<file path="src/rtl/alu_pkg.sv">
// Shared definitions for the ALU front-end: opcodes, sequencer states and
// the opcode legality check.
package alu_pkg;

    localparam int ALU_DATA_W = 32;

    localparam logic [2:0] OP_ADD = 3'b000;
    localparam logic [2:0] OP_AND = 3'b001;
    localparam logic [2:0] OP_OR  = 3'b010;
    localparam logic [2:0] OP_MUL = 3'b011;
    localparam logic [2:0] OP_SUB = 3'b100;
    localparam logic [2:0] OP_SLT = 3'b101;

    typedef enum logic [1:0] {
        ST_IDLE  = 2'd0,
        ST_ISSUE = 2'd1,
        ST_WAIT  = 2'd2,
        ST_RESP  = 2'd3
    } state_t;

    function automatic logic is_legal_op(input logic [2:0] sel);
        return sel <= OP_SLT;
    endfunction

endpackage

</file>
<file path="src/rtl/alu_rr_arbiter_rr_arb2.sv">
// Two-way round-robin grant: a lone requester always wins, a tie goes to
// the requester named by the priority pointer. Purely combinational.
module rr_arb2 (
    input  logic [1:0] i_b2_valid,
    input  logic       i_bi_ptr,
    output logic [1:0] o_b2_grant
);

    always_comb begin
        // NOTE: assign a default before the case so no path leaves the output unassigned (no latch).
        o_b2_grant = 2'b00;
        case (i_b2_valid)
            2'b01:   o_b2_grant = 2'b01;
            2'b10:   o_b2_grant = 2'b10;
            2'b11:   o_b2_grant = i_bi_ptr ? 2'b10 : 2'b01;
            default: o_b2_grant = 2'b00;
        endcase
    end

endmodule

</file>
<file path="src/rtl/alu_rr_arbiter.sv">
// Round-robin front-end for the shared registered ALU: accepts one op at a
// time, holds operands, captures the result and returns it tagged by requester.
module alu_rr_arbiter
    import alu_pkg::*;
#(
    parameter int DATA_W = ALU_DATA_W
) (
    input  logic              clk,
    input  logic              rst,
    input  logic [1:0]        i_b2_req_valid,
    output logic [1:0]        o_b2_req_ready,
    input  logic [DATA_W-1:0] i_ul_a0,
    input  logic [DATA_W-1:0] i_ul_b0,
    input  logic [2:0]        i_u3_sel0,
    input  logic [DATA_W-1:0] i_ul_a1,
    input  logic [DATA_W-1:0] i_ul_b1,
    input  logic [2:0]        i_u3_sel1,
    output logic [DATA_W-1:0] o_ul_alu_a,
    output logic [DATA_W-1:0] o_ul_alu_b,
    output logic [2:0]        o_u3_alu_sel,
    input  logic [DATA_W-1:0] i_ul_alu_r,
    input  logic              i_bi_alu_zflag,
    output logic              o_bi_rsp_valid,
    input  logic              i_bi_rsp_ready,
    output logic              o_bi_rsp_id,
    output logic [DATA_W-1:0] o_ul_r,
    output logic              o_bi_zflag,
    output logic              o_bi_err
);

    state_t            r_state;
    logic              r_ptr;
    logic [DATA_W-1:0] r_op_a, r_op_b;
    logic [2:0]        r_op_sel;
    logic              r_op_id;
    logic [DATA_W-1:0] r_rsp_r;
    logic              r_rsp_z, r_rsp_err, r_rsp_id;

    logic [1:0]        w_b2_grant;
    logic              w_accept, w_id;
    logic [DATA_W-1:0] w_a, w_b;
    logic [2:0]        w_sel;

    rr_arb2 u_rr_arb2 (
        .i_b2_valid (i_b2_req_valid),
        .i_bi_ptr   (r_ptr),
        .o_b2_grant (w_b2_grant)
    );

    // Ready is gated by rst so it reads 0 while reset is held, even with valid high.
    assign o_b2_req_ready = (r_state == ST_IDLE && !rst) ? w_b2_grant : 2'b00;
    assign w_accept       = |o_b2_req_ready;
    assign w_id           = w_b2_grant[1];
    assign w_a            = w_id ? i_ul_a1   : i_ul_a0;
    assign w_b            = w_id ? i_ul_b1   : i_ul_b0;
    assign w_sel          = w_id ? i_u3_sel1 : i_u3_sel0;

    always_ff @(posedge clk or posedge rst) begin
        if (rst) begin
            r_state   <= ST_IDLE;
            r_ptr     <= 1'b0;
            r_op_a    <= '0;
            r_op_b    <= '0;
            r_op_sel  <= '0;
            r_op_id   <= 1'b0;
            r_rsp_r   <= '0;
            r_rsp_z   <= 1'b0;
            r_rsp_err <= 1'b0;
            r_rsp_id  <= 1'b0;
        end else begin
            // NOTE: non-blocking assignments so every register samples pre-edge values.
            case (r_state)
                ST_IDLE: begin
                    if (w_accept) begin
                        r_op_a   <= w_a;
                        r_op_b   <= w_b;
                        r_op_sel <= w_sel;
                        r_op_id  <= w_id;
                        r_ptr    <= ~w_id;
                        if (is_legal_op(w_sel)) begin
                            r_state <= ST_ISSUE;
                        end else begin
                            // Illegal op answers locally; whatever the ALU computes is ignored.
                            r_rsp_r   <= '0;
                            r_rsp_z   <= 1'b1;
                            r_rsp_err <= 1'b1;
                            r_rsp_id  <= w_id;
                            r_state   <= ST_RESP;
                        end
                    end
                end
                ST_ISSUE: r_state <= ST_WAIT;
                ST_WAIT: begin
                    r_rsp_r   <= i_ul_alu_r;
                    r_rsp_z   <= i_bi_alu_zflag;
                    r_rsp_err <= 1'b0;
                    r_rsp_id  <= r_op_id;
                    r_state   <= ST_RESP;
                end
                ST_RESP: begin
                    if (i_bi_rsp_ready) r_state <= ST_IDLE;
                end
                default: r_state <= ST_IDLE;
            endcase
        end
    end

    assign o_ul_alu_a     = r_op_a;
    assign o_ul_alu_b     = r_op_b;
    assign o_u3_alu_sel   = r_op_sel;
    assign o_bi_rsp_valid = (r_state == ST_RESP);
    assign o_bi_rsp_id    = r_rsp_id;
    assign o_ul_r         = r_rsp_r;
    assign o_bi_zflag     = r_rsp_z;
    assign o_bi_err       = r_rsp_err;

endmodule
</file>
<file path="config.mk">
export PLATFORM = sky130hd
export DESIGN_NAME = alu_rr_arbiter
export DESIGN_NICKNAME = d
export VERILOG_FILES = /design/src/rtl/alu_pkg.sv /design/src/rtl/alu_rr_arbiter_rr_arb2.sv /design/src/rtl/alu_rr_arbiter.sv
export SDC_FILE = /design/constraint.sdc
export NUM_CORES = 1
export LEC_CHECK = 0
export ABC_AREA = 0
export BUFFER_PORTS_ARGS = -buffer_cell sky130_fd_sc_hd__buf_4
export CORE_MARGIN = 5
export CORE_UTILIZATION = 39
export CTS_CLUSTER_SIZE = 8
export DETAILED_ROUTE_END_ITERATION = 6
export PLACE_DENSITY = 0.77
export RECOVER_POWER = 100
export SLEW_MARGIN = 25
export SYNTH_ARGS = -nofsm -noshare
export SYNTH_HDL_FRONTEND = slang
export SYNTH_HIERARCHICAL = 1
export SYNTH_SLANG_ARGS = --single-unit
</file>
<file path="constraint.sdc">
create_clock -name clk -period 3 [get_ports clk]
set_clock_uncertainty 0.15 [all_clocks]
set_input_delay 0.3 -clock clk [delete_from_list [all_inputs] [get_ports clk]]
set_output_delay 0.3 -clock clk [all_outputs]
set_load 0.005 [all_outputs]
</file>
[Yosys cells after proc, flatten, opt, wreduce, memory -nomap -nowiden]
Cells that the tools add are included.
Storage, ports and cells
  output and inout port bits: 105
  bits of input ports: 172
  word-level logic and storage cells: 49
  flip-flop bits (word level): 106
Cells by class
  reduce and logical (&&, ||, !) cells: 8
  eq/ne operators: 9
  mux-type cells: 20
  $lt $le $gt $ge: 1
  bitwise logic cells: 1
Operator list (count)
  $mux W32: 4
  $pmux W32 S2: 1
  $mux W2: 5
  $eq A2 B2 Y1 const B: 4
  $pmux W2 S4: 1
  $pmux W1 S2: 3
  $pmux W2 S3: 1
  $eq A2 B1 Y1 const B: 2
  $mux W1: 4
  $ne A2 B2 Y1 const B: 2
  $reduce_and A2 Y1: 2
  $le A3 B3 Y1 const B: 1
  $mux W3: 1
  $reduce_and A3 Y1: 1
  $logic_not A2 Y1: 1
  $ne A2 B1 Y1 const B: 1
  $reduce_bool A2 Y1: 1
  $reduce_or A2 Y1: 1
  $logic_and A1 B1 Y1: 1
  $logic_not A1 Y1: 1
  $not A1 Y1: 1

[Longest topological paths before layout]
Gate-level depths: netlist (run 1).
  depth in word-level cells: 7
  gate-level depth with buffers: 9
  gate-level depth less buffers: 6

[Hierarchy]
Netlist (run 1), hierarchy kept.
Modules (own cells, without submodules)
  alu_rr_arbiter: cells an instance 359, area each 4398.0 um^2, times used 1
  rr_arb2: cells an instance 3, area each 18.8 um^2, times used 1

[Worst setup path before layout (run 1)]
No wires, ideal clock.
  path type: input-to-reg
  start: in rst
  end: reg r_state[1]
  slack: -0.528 ns
  data required time: 2.725 ns
  stages: 4
  arrival time: 3.254 ns
  cell sequence: inv_1 nand2_1 a21oi_1 mux2_2
On the way
  cells in the longest elaborated chain, start to end: 6
RTL lines
  start: declaration: line alu_rr_arbiter.sv:9  | input logic rst,
  $logic_not A1 Y1 (no line)
  $logic_and A1 B1 Y1: line alu_rr_arbiter.sv:51  | assign o_b2_req_ready = (r_state == ST_IDLE && !rst) ? w_b2_grant : 2'b00;
  $mux W2: line alu_rr_arbiter.sv:51
  $reduce_or A2 Y1: line alu_rr_arbiter.sv:52  | assign w_accept = |o_b2_req_ready;
  $ne A2 B2 Y1 (no line)
  $reduce_and A2 Y1 (no line)
  end signal: assignment: line alu_rr_arbiter.sv:60  | r_state <= ST_IDLE;
  end signal: assignment: line alu_rr_arbiter.sv:81  | r_state <= ST_ISSUE;
  end signal: assignment: line alu_rr_arbiter.sv:88  | r_state <= ST_RESP;
  end: declaration: line alu_rr_arbiter.sv:31  | state_t r_state;
Every way passes these cells.
A chain may end at the register's enable or synchronous reset.

[Final worst setup path (run 1)]
  start: reg r_ptr
  end: reg r_rsp_r[21] (netlist: o_ul_r[21])
On the way
  cells in the longest elaborated chain, start to end: 6
  elaborated cells on any way between the ends: 9
  those cells by class: order compare (1); eq/ne (2); mux (4); reduce/logical (2)
RTL lines
  start: declaration: line alu_rr_arbiter.sv:32  | logic r_ptr;
  start signal: assignment: line alu_rr_arbiter.sv:79  | r_ptr <= ~w_id;
  $mux W2 *: line alu_rr_arbiter_rr_arb2.sv:15  | 2'b11: o_b2_grant = i_bi_ptr ? 2'b10 : 2'b01;
  $pmux W2 S3 *: line alu_rr_arbiter_rr_arb2.sv:12  | case (i_b2_valid)
  via w_b2_grant[1]: line alu_rr_arbiter.sv:39  | logic [1:0] w_b2_grant;
  $mux W3 or $mux W2 (tied branches): line alu_rr_arbiter.sv:56, alu_rr_arbiter.sv:51
  $le A3 B3 Y1 or $reduce_or A2 Y1 (tied branches): line alu_pkg.sv:22, alu_rr_arbiter.sv:52
  $ne A2 B2 Y1 (no line)
  $reduce_and A3 Y1 (no line) *
  end signal: assignment: line alu_rr_arbiter.sv:94  | r_rsp_r <= i_ul_alu_r;
  end: declaration: line alu_rr_arbiter.sv:36  | logic [DATA_W-1:0] r_rsp_r;
Mark *: on every way through the listed nets, which the timed path passes. The rest lies on a longest branch.

==> flow_summary.json, run 1 <==
{
  "grt_max_degree": 49,
  "clock-sinks": 106,
  "synth_flop_cell": "dfrtp_1",
  "max_freq_mhz": 385.5,
  "tightest_slew_ns": 0.9782,
  "wirelength_um": 14230,
  "cts_resized": 0,
  "clkLatencyLatePin_ns": 0.34,
  "cp_max_fo": 33,
  "netlist_top_cells_area": "dfrtp_1 (60%), a222oi_1 (11%), a22o_1 (6.3%), inv_1 (4.8%), mux2i_1 (4.8%)",
  "cp_data_arrival_time_ns": 2.72,
  "clockBufferDepth": 2,
  "cts_tree": "done",
  "htree_levels": 3,
  "ys_ff_latch": 106,
  "hold_buffers": 5,
  "drv_slew": 0,
  "cp_cell_sequence": "inv_1, a21boi_4, and3b_1, o211ai_1, a21boi_0, buf_4, a22o_1",
  "avgSynthCellArea_um2": 12.20,
  "grt_pass1_wl_um": 21570,
  "clockRootBuffer": "clkbuf_16",
  "nNetsFinal": 811,
  "gp_congestion": 0.8781,
  "rsz0062_at_grt": "no",
  "n_antenna_cell": 0,
  "synth.distinct_cells": 29,
  "nFillCells": 877,
  "hp-class": "in -> reg",
  "initial_core_util": 0.4021,
  "slew_headroom": 0.3479,
  "fin_tns_setup_ns": 0,
  "portBuffers": 276,
  "grt-ovfl-total": 0,
  "grt_pass1_vias": 4221,
  "die_x_um": 116.4,
  "leakagePower_uw": 0.003657,
  "cp.required_ns": 3.13,
  "peakVddDrop_v": 0.0005045,
  "crit_type": "reg -> reg",
  "final_cell_mix": "buf_4 (175), dfrtp_1 (106), clkbuf_4 (69)",
  "ant_nets": 0,
  "routed_via_density": 5.273,
  "hold_depth": 3,
  "powerDensity_nw_per_um2": 917.6,
  "firstDrtPassIters": 7,
  "final_common_cell": "buf_4",
  "synth-edff-count": 0,
  "synth_area_leader_cell": "dfrtp_1",
  "violations": "design-rule violations",
  "hold_slack_ns": 0.01540,
  "drc_errors": 2,
  "place_inst": 758,
  "ys_warn_count": 6,
  "cp-end-kind": "register",
  "fp.coreArea_um2": 10980,
  "first_iter_violations": 407,
  "die_y_um": 116.4,
  "r2r_cells": 7,
  "startpoint_type": "register",
  "hpwl_um": 10950,
  "io_pins": 277,
  "crit_cells": 7,
  "path_delay_family": "compound AO/OA/AOI/OAI gates",
  "cp.buffers_inverters": 2,
  "antenna_found_initial": 0,
  "synth_top_area_frac": 0.6006,
  "netlist_area_um2": 4417,
  "status": "complete, but fails checks",
  "fp-row-count": 38,
  "syn_inst": 362,
  "fin_crit_ns": 2.594,
  "ys_async_sr_fraction": 1.000,
  "finalHoldViolCount": 0,
  "area_growth_pct": 54.87,
  "grt.total_usage": 0.2061,
  "seq_area_frac_synth": 0.6006,
  "cts_buffers": 9,
  "drive_gt1_frac": 0.4194,
  "cpPeakStageDelay_ns": 0.51,
  "cap_viol_max_count": 0,
  "wire_per_inst_um": 18.26,
  "num_vias": 4108,
  "syn-num-nets": 538,
  "cpMaxStageDelayCell": "a21boi_4",
  "period_share": 0.8648,
  "finalSetupViolations": 0,
  "clk_pin_slew_ns": 0.07,
  "fin_cells": 779,
  "die_area_um2": 13550,
  "cts_setup_buffers": 0
}
cells in the mapped netlist (3+ instances only):
cell	count
clkbuf_1	7
a22o_1	32
buf_6	4
dfrtp_1	106
ha_1	4
mux2i_1	21
nand2_1	22
a222oi_1	47
buf_2	18
nor2_1	4
o21ai_0	20
a21oi_1	3
inv_1	56
flip-flops by register name (all words and copies together) (netlist names):
register and flops:
o_ul_alu_a 32, o_ul_alu_b 32, o_ul_r 32, o_u3_alu_sel 3, r_state 2, o_bi_err 1, o_bi_rsp_id 1, o_bi_zflag 1
r_op_id 1, r_ptr 1
worst paths after layout:
check / from / endpoint / slack (ns)
max in group asynchronous: rst / o_u3_alu_sel[2] / 0.86
worst min-delay path: i_ul_b0[28] / o_ul_alu_b[28] / 0.02
min in group asynchronous: rst / o_bi_err / 0.49
worst max register to register: r_ptr / o_ul_r[21] / 0.41
worst max-delay path: r_ptr / o_ul_r[21] / 0.41
worst min register to register: o_ul_alu_a[26] / o_ul_alu_a[26] / 0.33
area by class of cell:
cell class                      count  area [um^2]  area share
Clock inverter                      2        60.06    0.008780
Clock buffer                       13        260.3     0.03805
Timing Repair Buffer              291         2091      0.3057
Inverter                           56        214.0     0.03128
Tap cell                          140        175.2     0.02561
Sequential cell                   106         2653      0.3878
Multi-Input combinational cell    171         1388      0.2029
worst reg2reg max path: cells and delay by family (launching register included):
family | cells | cell delay (ns)
flip-flops | 1 | 0.37
buffers and inverters | 2 | 0.46
AO/OA/AOI/OAI | 4 | 1.29
AND/OR/NAND/NOR | 1 | 0.27
power breakdown:
group          switching [uW]  internal, uW
clock network             500           774
registers                 370          2090
logic                    1160          1390
total                    2030          4250
per-layer routing:
metal	global-route usage	up-vias	wire length (um)	part of all wire
li1	-	1872	-	-
met3	0.06684	24	1625	0.11
met4	0.09049	0	407	0.029
met1	0.2416	1986	5101	0.36
met5	0	-	0	0
met2	0.3463	226	7093	0.50
metrics by stage:
step           cell area (um^2)  utilization  setup WS [ns]  total power [uW]
5_1_grt                    6840       0.6228         0.2165              6724
4_1_cts                    6990       0.6365         0.5776              6591
6_report                   6840       0.6228         0.4057              6276
3_5_place_dp               6620       0.6028         0.6133              5284
3_3_place_gp               6620       0.6028         0.7000              5160
2_1_floorplan              4420            -         0.3692              3760
cell families after synthesis:
group / after synthesis / synth area share
and+or+nand+nor: 33 / 0.03456
muxes: 24 / 0.05524
DFF: 106 / 0.6006
buffers and inverters: 85 / 0.08414
adders and majority gates: 4 / 0.01133
AOI/OAI and AO/OA: 110 / 0.2142
(Power assumes the default switching activity.)
==> run 2: changes to the inputs <==
--- a/config.mk
+++ b/config.mk
@@ -6,12 +6,10 @@
 export NUM_CORES = 1
 export LEC_CHECK = 0
 export ABC_AREA = 0
-export BUFFER_PORTS_ARGS = -buffer_cell sky130_fd_sc_hd__buf_4
-export CORE_MARGIN = 5
-export CORE_UTILIZATION = 39
-export CTS_CLUSTER_SIZE = 8
+export CORE_AREA = 5 5 103 105
 export DETAILED_ROUTE_END_ITERATION = 6
-export PLACE_DENSITY = 0.77
+export DIE_AREA = 0 0 108 110
+export DONT_BUFFER_PORTS = 1
 export RECOVER_POWER = 100
 export SLEW_MARGIN = 25
 export SYNTH_ARGS = -nofsm -noshare
==> run 2 against run 1 <==
The run now fails in clock tree synthesis. Synthesized cell count is the same. Synthesized area did not move.
==> flow_summary.json, run 2 <==
{
  "status": "aborted with a tool error",
  "lastStage": "clock tree synthesis",
  "firstError": "[ERROR RSZ-0060] Max buffer count reached.",
  "seq_area_frac_synth": 0.6006,
  "syn-num-nets": 538,
  "clockRootBuffer": "clkbuf_8",
  "synth_flop_cell": "dfrtp_1",
  "ys_ff_latch": 106,
  "netlist_top_cells_area": "dfrtp_1 (60%), a222oi_1 (11%), a22o_1 (6.3%), inv_1 (4.8%), mux2i_1 (4.8%)",
  "ys_async_sr_fraction": 1.000,
  "synth_top_area_frac": 0.6006,
  "die_x_um": 108,
  "synth-edff-count": 0,
  "hpwl_um": 8506,
  "cts_buffers": 9,
  "cts_setup_buffers": 0,
  "synth.distinct_cells": 29,
  "synth_area_leader_cell": "dfrtp_1",
  "yosysMostFrequentCell": "dfrtp_1",
  "io_pins": 277,
  "clockBufferDepth": 2,
  "syn_inst": 362,
  "initial_core_util": 0.4625,
  "ys_warn_count": 6,
  "clock-sinks": 106,
  "portBuffers": 0,
  "fp-row-count": 36,
  "gp_congestion": 0.7178,
  "avgSynthCellArea_um2": 12.20,
  "hold_buffers": 102,
  "netlist_top_cells_count": "dfrtp_1 (106), inv_1 (56), a222oi_1 (47)",
  "netlist_area_um2": 4417,
  "cts_resized": 0,
  "die_y_um": 110,
  "htree_levels": 3,
  "place_inst": 475
}
## run 2: cell families after synthesis
group                    Yosys count  synth area share
AO/OA/AOI/OAI                    110            0.2142
flip-flops                       106            0.6006
buffers and inverters             85           0.08414
AND/OR/NAND/NOR                   33           0.03456
multiplexers                      24           0.05524
adder cells (fa/ha/maj)            4           0.01133
## run 2: metrics by stage
step                      hold WS, ns  instance area [um^2]  worst slack [ns]
after floorplan                0.2712                  4420            0.3692
after global placement         0.1325                  4516            0.6959
after detailed placement       0.1319                  4516            0.6091
==> run 3: changes to the inputs <==
--- a/config.mk
+++ b/config.mk
@@ -6,10 +6,11 @@
 export NUM_CORES = 1
 export LEC_CHECK = 0
 export ABC_AREA = 0
-export CORE_AREA = 5 5 103 105
+export CORE_MARGIN = 5
+export CORE_UTILIZATION = 35
 export DETAILED_ROUTE_END_ITERATION = 6
-export DIE_AREA = 0 0 108 110
 export DONT_BUFFER_PORTS = 1
+export PLACE_DENSITY_LB_ADDON = 0.15
 export RECOVER_POWER = 100
 export SLEW_MARGIN = 25
 export SYNTH_ARGS = -nofsm -noshare
==> constraint.sdc (replaced) <==
create_clock -name clk -period 3.9 [get_ports clk]
set_clock_uncertainty 0.15 [all_clocks]
set_input_delay 0.39 -clock clk [delete_from_list [all_inputs] [get_ports clk]]
set_output_delay 0.39 -clock clk [all_outputs]
set_load 0.005 [all_outputs]
==> run 3 against run 2 <==
The flow now finishes, with violations (max-capacitance violations, max-slew violations).
==> flow_summary.json, run 3 (same netlist as run 1, synthesis figures left out) <==
{
  "first_iter_violations": 284,
  "grt_pass1_wl_um": 16860,
  "wire_per_inst_um": 21.67,
  "cts_buffers": 9,
  "final_cell_mix": "dfrtp_1 (106), inv_1 (55), a222oi_1 (47)",
  "slew_headroom": -0.07502,
  "fin_crit_ns": 3.140,
  "grt_pass1_vias": 3051,
  "max_freq_mhz": 318.5,
  "clock-sinks": 106,
  "pwr-share-comb": 0.263,
  "drv_slew": 38,
  "reg2reg_from": "r_ptr",
  "cts_resized": 0,
  "io_pins": 277,
  "n_antenna_cell": 0,
  "initial_core_util": 0.3529,
  "r2r_cells": 6,
  "period_share": 0.8051,
  "tightest_slew_ns": 1.604,
  "cpMaxStageDelayCell": "a21boi_2",
  "fp-row-count": 41,
  "hp-class": "in -> reg",
  "startpoint_type": "register",
  "worstHoldStart": "i_ul_a0[11]",
  "pwr-share-clk": 0.242,
  "min_to": "o_ul_alu_a[11]",
  "clockBufferDepth": 2,
  "cp-end-kind": "register",
  "nFillCells": 1235,
  "finalHoldViolCount": 0,
  "rrSetupSlack_ns": 0.76,
  "fin_tns_setup_ns": 0,
  "leakagePower_uw": 0.002438,
  "die_area_um2": 14970,
  "r2r_end": "o_bi_rsp_id",
  "die_y_um": 122.3,
  "ant_nets": 0,
  "p_int_uw": 2772,
  "clkLatencyLatePin_ns": 0.34,
  "nNetsFinal": 526,
  "firstDrtPassIters": 6,
  "cp_max_fo": 34,
  "htree_levels": 3,
  "finalSetupViolations": 0,
  "area_growth_pct": 10.25,
  "cap_viol_max_count": 1,
  "crit_type": "reg -> reg",
  "grt.total_usage": 0.1463,
  "cp.required_ns": 3.97,
  "antenna_found_initial": 0,
  "swShare": 0.3315,
  "final_common_cell": "dfrtp_1",
  "hold_depth": 2,
  "drc_errors": 0,
  "clockRootBuffer": "clkbuf_16",
  "cp_data_arrival_time_ns": 3.21,
  "violations": "max-capacitance violations, max-slew violations",
  "fp.coreArea_um2": 12520,
  "wirelength_um": 11380,
  "hpwl_um": 8305,
  "gp_congestion": 0.7513,
  "cts_tree": "done",
  "die_x_um": 122.3,
  "routed_via_density": 5.480,
  "drive_gt1_frac": 0.07932,
  "portBuffers": 0,
  "powerDensity_nw_per_um2": 851.5,
  "grt-ovfl-total": 0,
  "cpPeakStageDelay_ns": 1.12,
  "p_switching_uw": 1374,
  "status": "complete, but fails checks",
  "grt_max_degree": 72,
  "rsz0062_at_grt": "no",
  "peakVddDrop_v": 0.0002814,
  "num_vias": 2877,
  "seqPwrFrac": 0.494,
  "cp_cell_sequence": "inv_1, a21boi_4, and3b_1, o211ai_2, a21boi_2, mux2_1",
  "finish.utilization": 0.3890,
  "clk_pin_slew_ns": 0.07
}
-- run 3: stage by stage --
stage	cells	area [um^2]	setup slack, ns	hold WS, ns	total power [uW]
floorplan	362	4417	0.2816	0.2940	2892
global placement	509	4526	1.128	0.1575	3157
detailed placement	509	4531	1.079	0.1617	3200
CTS	524	4870	1.061	0.001755	4230
global route	525	4870	0.4856	0.005263	4425
finish	525	4870	0.7602	0.01720	4146
-- run 3: repair_timing --
action / in CTS / in global routing
setup endpoints to repair: 0 / 0
buffers inserted: 0 / 0
hold buffers: 1 / 0
endpoints found under the hold margin: 35 / 0
-- run 3: power by group through the flow --
stage	combinational, uW	clock, uW	sequential [uW]
finish	1090	1010	2050
detailed placement	1140	0	2060
floorplan	980	0	1910
global placement	1080	0	2080
global route	1240	1080	2100
CTS	1130	1040	2060
-- run 3: cell type report --
type                    count  area [um^2]  share of cell area
flip-flops and latches    106         2653              0.5447
multi-input cells         171         1405              0.2885
inverters                  56        211.5             0.04342
clock inverters             5        103.9             0.02133
clock buffers               9        225.2             0.04625
repair buffers              6        56.30             0.01156
well taps                 172        215.2             0.04419
-- run 3: worst max-delay path: cells and delay by family (launching register included) --
family          cells  cell delay [ns]
simple gates        1             0.26
mux                 1             0.38
flops               1             0.36
compound gates      3             1.78
buf+inv             1             0.07
-- run 3: routing by layer --
| metal | share of wire | global-route usage | up-vias |
|---|---|---|---|
| met4 | 0.013 | 0.05528 | 0 |
| met5 | 0 | 0 | - |
| met2 | 0.48 | 0.2336 | 191 |
| li1 | - | - | 1304 |
| met1 | 0.38 | 0.1794 | 1370 |
| met3 | 0.12 | 0.05714 | 12 |
-- run 3: worst max-delay path by stage --
| stage | from | depth (start not counted) | end | slack [ns] |
|---|---|---|---|---|
| finish | r_ptr | 6 | o_bi_rsp_id | 0.76 |
| global route | rst | 5 | r_state[1] | 0.49 |
| CTS | r_ptr | 6 | o_bi_rsp_id | 1.06 |
| detailed placement | r_ptr | 6 | o_bi_rsp_id | 1.08 |
| global placement | r_ptr | 6 | o_bi_rsp_id | 1.13 |
| floorplan | rst | 4 | r_state[1] | 0.28 |
